<file path="src/rtl/uart_temp_rx.sv">
// +--------------------------------------------------------------------------------+
// | uart_temp_rx : receiver for the sensor UART frame                               |
// |   frame = start, 32-bit count, 16'h0D0A trailer, stop; all fields LSB first     |
// | Optional watchdog: define UART_TEMP_RX_TIMEOUT_EN        Revision: 1.0         |
// +--------------------------------------------------------------------------------+
`default_nettype none

module uart_temp_rx #(
  parameter int CLK_FREQ     = 50_000_000,
  parameter int BAUD_RATE    = 115200,
  parameter int TIMEOUT_CLKS = 50_000_000
) (
  input  logic        clk,
  input  logic        reset_n,
  input  logic        uart_rx_i,
  output logic [31:0] count_o,
  output logic        count_valid_o,
  output logic        frame_err_o,
  output logic        busy_o,
  output logic        timeout_o
);

  localparam int          CLKS_PER_BIT = CLK_FREQ / BAUD_RATE;
  localparam logic [8:0]  C_BIT_LAST   = 9'(CLKS_PER_BIT - 1);
  localparam logic [8:0]  C_HALF_LAST  = 9'(CLKS_PER_BIT / 2 - 1);
  localparam logic [5:0]  C_DATA_LAST  = 6'd47;
  localparam logic [15:0] C_CRLF       = 16'h0D0A;

  typedef enum logic [2:0] {
    S_IDLE  = 3'd0,
    S_START = 3'd1,
    S_DATA  = 3'd2,
    S_STOP  = 3'd3,
    S_BREAK = 3'd4
  } state_t;

  state_t      state_q;
  logic        rx_meta_q;
  logic        rx_s_q;
  logic        rx_prev_q;
  logic [8:0]  timer_q;
  logic [5:0]  bitcnt_q;
  logic [47:0] shift_q;
  logic [31:0] count_q;
  logic        count_valid_q;
  logic        frame_err_q;
  logic        busy_q;
  logic        rx_fall;

  assign rx_fall = rx_prev_q & ~rx_s_q;

  always_ff @(posedge clk or negedge reset_n) begin
    if (!reset_n) begin
      state_q       <= S_IDLE;
      rx_meta_q     <= 1'b1;
      rx_s_q        <= 1'b1;
      rx_prev_q     <= 1'b1;
      timer_q       <= '0;
      bitcnt_q      <= '0;
      shift_q       <= '0;
      count_q       <= '0;
      count_valid_q <= 1'b0;
      frame_err_q   <= 1'b0;
      busy_q        <= 1'b0;
    end else begin
      rx_meta_q     <= uart_rx_i;
      rx_s_q        <= rx_meta_q;
      rx_prev_q     <= rx_s_q;
      count_valid_q <= 1'b0;
      frame_err_q   <= 1'b0;
      case (state_q)
        S_IDLE: begin
          if (rx_fall) begin
            state_q <= S_START;
            timer_q <= '0;
            busy_q  <= 1'b1;
          end
        end
        S_START: begin
          if (timer_q == C_HALF_LAST) begin
            timer_q  <= '0;
            bitcnt_q <= '0;
            if (!rx_s_q) begin
              state_q <= S_DATA;
            end else begin
              state_q <= S_IDLE;
              busy_q  <= 1'b0;
            end
          end else begin
            timer_q <= timer_q + 9'd1;
          end
        end
        S_DATA: begin
          // Shift in from the top so the first bit on the line lands in bit 0.
          if (timer_q == C_BIT_LAST) begin
            timer_q  <= '0;
            shift_q  <= {rx_s_q, shift_q[47:1]};
            bitcnt_q <= bitcnt_q + 6'd1;
            if (bitcnt_q == C_DATA_LAST) begin
              state_q <= S_STOP;
            end
          end else begin
            timer_q <= timer_q + 9'd1;
          end
        end
        S_STOP: begin
          if (timer_q == C_BIT_LAST) begin
            timer_q <= '0;
            if (rx_s_q && (shift_q[47:32] == C_CRLF)) begin
              count_q       <= shift_q[31:0];
              count_valid_q <= 1'b1;
              state_q       <= S_IDLE;
              busy_q        <= 1'b0;
            end else begin
              frame_err_q <= 1'b1;
              if (rx_s_q) begin
                state_q <= S_IDLE;
                busy_q  <= 1'b0;
              end else begin
                state_q <= S_BREAK;
              end
            end
          end else begin
            timer_q <= timer_q + 9'd1;
          end
        end
        S_BREAK: begin
          // Leave only once the line is high so a held-low line cannot re-trigger.
          if (rx_s_q) begin
            state_q <= S_IDLE;
            timer_q <= '0;
            busy_q  <= 1'b0;
          end
        end
        default: begin
          state_q <= S_IDLE;
          timer_q <= '0;
          busy_q  <= 1'b0;
        end
      endcase
    end
  end

  assign count_o       = count_q;
  assign count_valid_o = count_valid_q;
  assign frame_err_o   = frame_err_q;
  assign busy_o        = busy_q;

`ifdef UART_TEMP_RX_TIMEOUT_EN
  localparam logic [31:0] C_WD_LAST = 32'(TIMEOUT_CLKS - 1);

  logic [31:0] wd_q;
  logic        timeout_q;

  // Only a good frame feeds the watchdog; framing errors do not.
  always_ff @(posedge clk or negedge reset_n) begin
    if (!reset_n) begin
      wd_q      <= '0;
      timeout_q <= 1'b0;
    end else if (count_valid_q) begin
      wd_q      <= '0;
      timeout_q <= 1'b0;
    end else if (wd_q == C_WD_LAST) begin
      timeout_q <= 1'b1;
    end else begin
      wd_q <= wd_q + 32'd1;
    end
  end

  assign timeout_o = timeout_q;
`else
  assign timeout_o = 1'b0;
`endif

endmodule

`default_nettype wire

</file>
<file path="config.mk">
export PLATFORM = sky130hd
export DESIGN_NAME = uart_temp_rx
export DESIGN_NICKNAME = d
export VERILOG_FILES = /design/src/rtl/uart_temp_rx.sv
export SDC_FILE = /design/constraint.sdc
export NUM_CORES = 1
export LEC_CHECK = 0
export ABC_CLOCK_PERIOD_IN_PS = 2100
export CORE_MARGIN = 5
export CORE_UTILIZATION = 45
export CTS_CLUSTER_DIAMETER = 120
export DETAILED_ROUTE_END_ITERATION = 7
export GPL_ROUTABILITY_DRIVEN = 0
export PLACE_DENSITY = 0.67
export SYNTH_ARGS = -nofsm -noshare
export SYNTH_HDL_FRONTEND = slang
export SYNTH_SLANG_ARGS = --single-unit
</file>
<file path="constraint.sdc">
create_clock -name clk -period 2.1 [get_ports clk]
set_clock_uncertainty 0.1 [all_clocks]
set_input_delay 0.63 -clock clk [delete_from_list [all_inputs] [get_ports clk]]
set_output_delay 0.63 -clock clk [all_outputs]
set_load 0.01 [all_outputs]
</file>
==> summary.md <==
| Metric | Value |
|---|---|
| Status | `finished with violations` |
| Violated checks | `setup timing` |
| Hold_sp | `rx_meta_q$_DFF_PN1_` |
| Pin count of the biggest net entering global routing | `41` |
| DP Worst Slack | `~0.0049 ns` |
| Hold WS | `0.2694 ns` |
| Final Core Density | `56.45%` |
| First-pass iteration count of the detailed router | `4` |
| Tcrit/Tclk final | `103.4%` |
| FF+latch count, synth | `around 100` |
| Crit Path Class | `flop to flop` |
| Residual DRC | `0` |
| Gate power share | `11.2%` |
| Placed cell area | `0.005065 mm2` |
| Initial antenna violation count | `0` |
| Sequential cell area | `0.002606 mm2` |
| First-pass GRT wire length | `14630 um` |
| Finished Cell Area | `between 0.005 and 0.006 mm2` |
| WP data arrival | `2.33 ns` |
| Ant diodes | `0` |
| Root Buffer | `clkbuf_8` |
| Worst r2r src | `timer_q[1]$_DFFE_PN0P_` |
| WL final | `8995 um` |
| Fillers | `867` |
| Ys flop type | `dfrtp_1` |
| Crit end category | `flop` |
| Switch share | `~26%` |
| Layout cells sized above 1 | `a little under a fifth` |
| Post-synth EDFFs | `0` |
| Vias in the first global route | `3207` |
| Worst path top cell family by delay | `simple AND/OR/NAND/NOR gates` |
| Number of unique standard cell types used by synthesis | `48` |
| Total die area | `0.01184 mm2` |
| Die height | `108.8 um` |
| RSZ-0062 raised after global routing | `true` |
| Simple-gate share of the synthesized area | `22.62%` |
| H-tree depth | `3` |
| Seq/Total Area, Yosys | `about three fifths` |
| Max Cap Viol | `0` |
| Initial drt markers | `154` |
| Pwr dens | `710.5 mW/mm2` |
| Initial Utilization | `approximately 46%` |
| Worst stage delay on the critical path | `0.41 ns` |
| Via density | `5.056` |
| Top post-synthesis cells by area | `dfrtp_1, nand2_1, mux2_2` |
| Overall Global Routing Usage | `15.72%` |
| Clk_lat worst skew | `0.36 ns` |
| Nets@finish | `a little under 500` |
| Cell count after synthesis | `425` |
| CTS Sinks | `104` |
| Compound-gate portion of the synthesized area | `under 10%` |
| Remaining antenna violation count after routing | `0` |
| Crit-path max FO | `8` |
| Rows | `36` |
| Synthesized area per cell | `10.33 um2` |
| Vias | `approximately 3.2k` |
| Post-synth ARST share | `100.0%` |
| Worst Setup SP | `timer_q[1]$_DFFE_PN0P_` |
| Finish-stage setup viols | `32` |
| Final hold vios | `0` |
| Syn Std Cell Area | `0.004392 mm2` |
| Most frequent cell after synthesis | `nand2_1` |
| Buf+Inv Stages, Crit Path | `3` |
| Worst setup SP type | `flop` |
| DIE WIDTH | `108.8 um` |
| Leak Pwr | `2.732 nW` |
| Synth Area in Adders | `1.140%` |
| WL per Instance | `14.39 um` |
| Mux contribution to synthesized area | `under 10%` |
| Grt ovf | `0` |
| Worst EP required | `roughly 2.3 ns` |
| Core Area | `0.009639 mm2` |
| Clock share of power | `33.9%` |
| CTS tree | `done` |
| Synth-to-Final Area Change | `23.90%` |
| Syn. warnings | `0` |
| CTS max path bufs | `2` |
| P_sw | `around 0.001 W` |
| Multi-input logic area | `0.001715 mm2` |
| Worst Slack Setup Final | `-0.07138 ns` |
| Max-slew violations | `0` |
| Post-synth top cells | `nand2_1, dfrtp_1, mux2_2` |
| Post-Syn Nets | `between 400 and 500` |
| Main combinational cell family by area after synthesis | `simple AND/OR/NAND/NOR gates` |
| I/O Pins | `39` |
| PortBufs | `37` |
| Top-area cell type share of the netlist area | `57.55%` |
| Post-layout min period | `2.171 ns` |
| TNS Setup | `-1.668 ns` |
| Post-Synth XOR/XNOR Area | `0.3989%` |
| Seq pwr share | `~55%` |
| Max Freq | `460.5 MHz` |
| Number of buffers created by CTS | `9` |
| Hold Crit Class | `flop to flop` |
| Area leader, netlist | `dfrtp_1` |
| Worst IR Drop VDD | `363.5 uV` |
| CP max stage cell | `dfrtp_1` |
| Placed wire-length estimate | `about 5700 um` |
| CTS clock-pin slew for the worst setup and hold paths | `0.10 ns` |
| Cell Chain, Critical Path | `inv_2 > ha_4 > and4bb_2 > nand4_4 > nor4_4 > buf_6 > clkbuf_16 > mux2_2` |
| Internal | `approximately 0.0029 W` |
-- path summary, 6_finish.rpt --
kind | to | slack (ns) | cells past startpoint
worst min-delay path | rx_s_q$_DFF_PN1_ | 0.27 | 0
max in group asynchronous | shift_q[12]$_DFFE_PN0P_ | 0.72 | 3
min in group asynchronous | timer_q[8]$_DFFE_PN0P_ | 0.52 | 2
worst max register to register | count_o[10]$_DFFE_PN0P_ | -0.07 | 8
worst min register to register | rx_s_q$_DFF_PN1_ | 0.27 | 0
worst max-delay path | count_o[10]$_DFFE_PN0P_ | -0.07 | 8
-- cells by family after synthesis --
family,Yosys count
AO/OA/AOI/OAI,33
XOR/XNOR,2
adder cells (fa/ha/maj),4
buffers and inverters,27
flip-flops,104
multiplexers,33
other,1
AND/OR/NAND/NOR,221
-- registers in the layout, summed over array words and instances (netlist names) --
name,flops
count_valid_o,1
timer_q,9
bitcnt_q,6
rx_s_q,1
rx_meta_q,1
busy_o,1
state_q,3
shift_q,48
count_o,32
rx_prev_q,1
frame_err_o,1
-- layer usage --
layer | vias to the layer above | track usage, % | routed length [um]
met4 | 0 | 7.935 | 193
met5 | - | 0 | 0
li1 | 1533 | - | -
met3 | 13 | 3.079 | 275
met1 | 1564 | 20.18 | 4147
met2 | 50 | 25.42 | 4378
-- final cells by class --
| class | count | area share (%) |
|---|---|---|
| sequential | 104 | 47.90 |
| inverter | 5 | 0.3449 |
| timing repair buffer | 73 | 13.31 |
| clock inverter | 6 | 1.334 |
| clock buffer | 10 | 2.529 |
| multi-input combinational | 294 | 31.52 |
| tap | 133 | 3.058 |
-- power by group through the flow --
| stage | combinational, W | sequential (W) | clock [W] |
|---|---|---|---|
| global placement | 0.000366 | 0.00216 | 0 |
| detailed placement | 0.000394 | 0.00216 | 0 |
| floorplan | 0.000188 | 0.00217 | 0 |
| finish | 0.000431 | 0.00212 | 0.00131 |
| CTS | 0.000396 | 0.00212 | 0.00136 |
| global route | 0.000488 | 0.00214 | 0.00142 |
-- timing repair --
item / in CTS / in global routing
hold buffers: 1 / 0
resized for setup: 0 / 17
cloned: 0 / 3
endpoints found under the hold margin: 6 / 0
setup buffers: 0 / 4
setup endpoints to repair: 1 / 33
pin swaps: 0 / 2
-- stage by stage --
stage               cells  power, W
floorplan             425  0.002357
global placement      601  0.002523
detailed placement    601  0.002554
CTS                   618  0.003876
global route          625  0.004045
finish                625  0.003866
-- cell usage in the layout, fill, tap and decap left out, types with 4 or more instances in the layout --
cell type          n
nand2_1          165
dfrtp_1          101
clkdlybuf4s50_1   36
buf_4             29
mux2_2            15
mux2_4            12
o21ai_0           11
nand3_1           10
clkbuf_8          10
nor3_1             8
nor2b_1            7
nor2_1             5
mux2_1             5
a21oi_1            5
inv_1              4
and3_1             4
o211ai_1           4
Power figures use the tool's default switching activity.
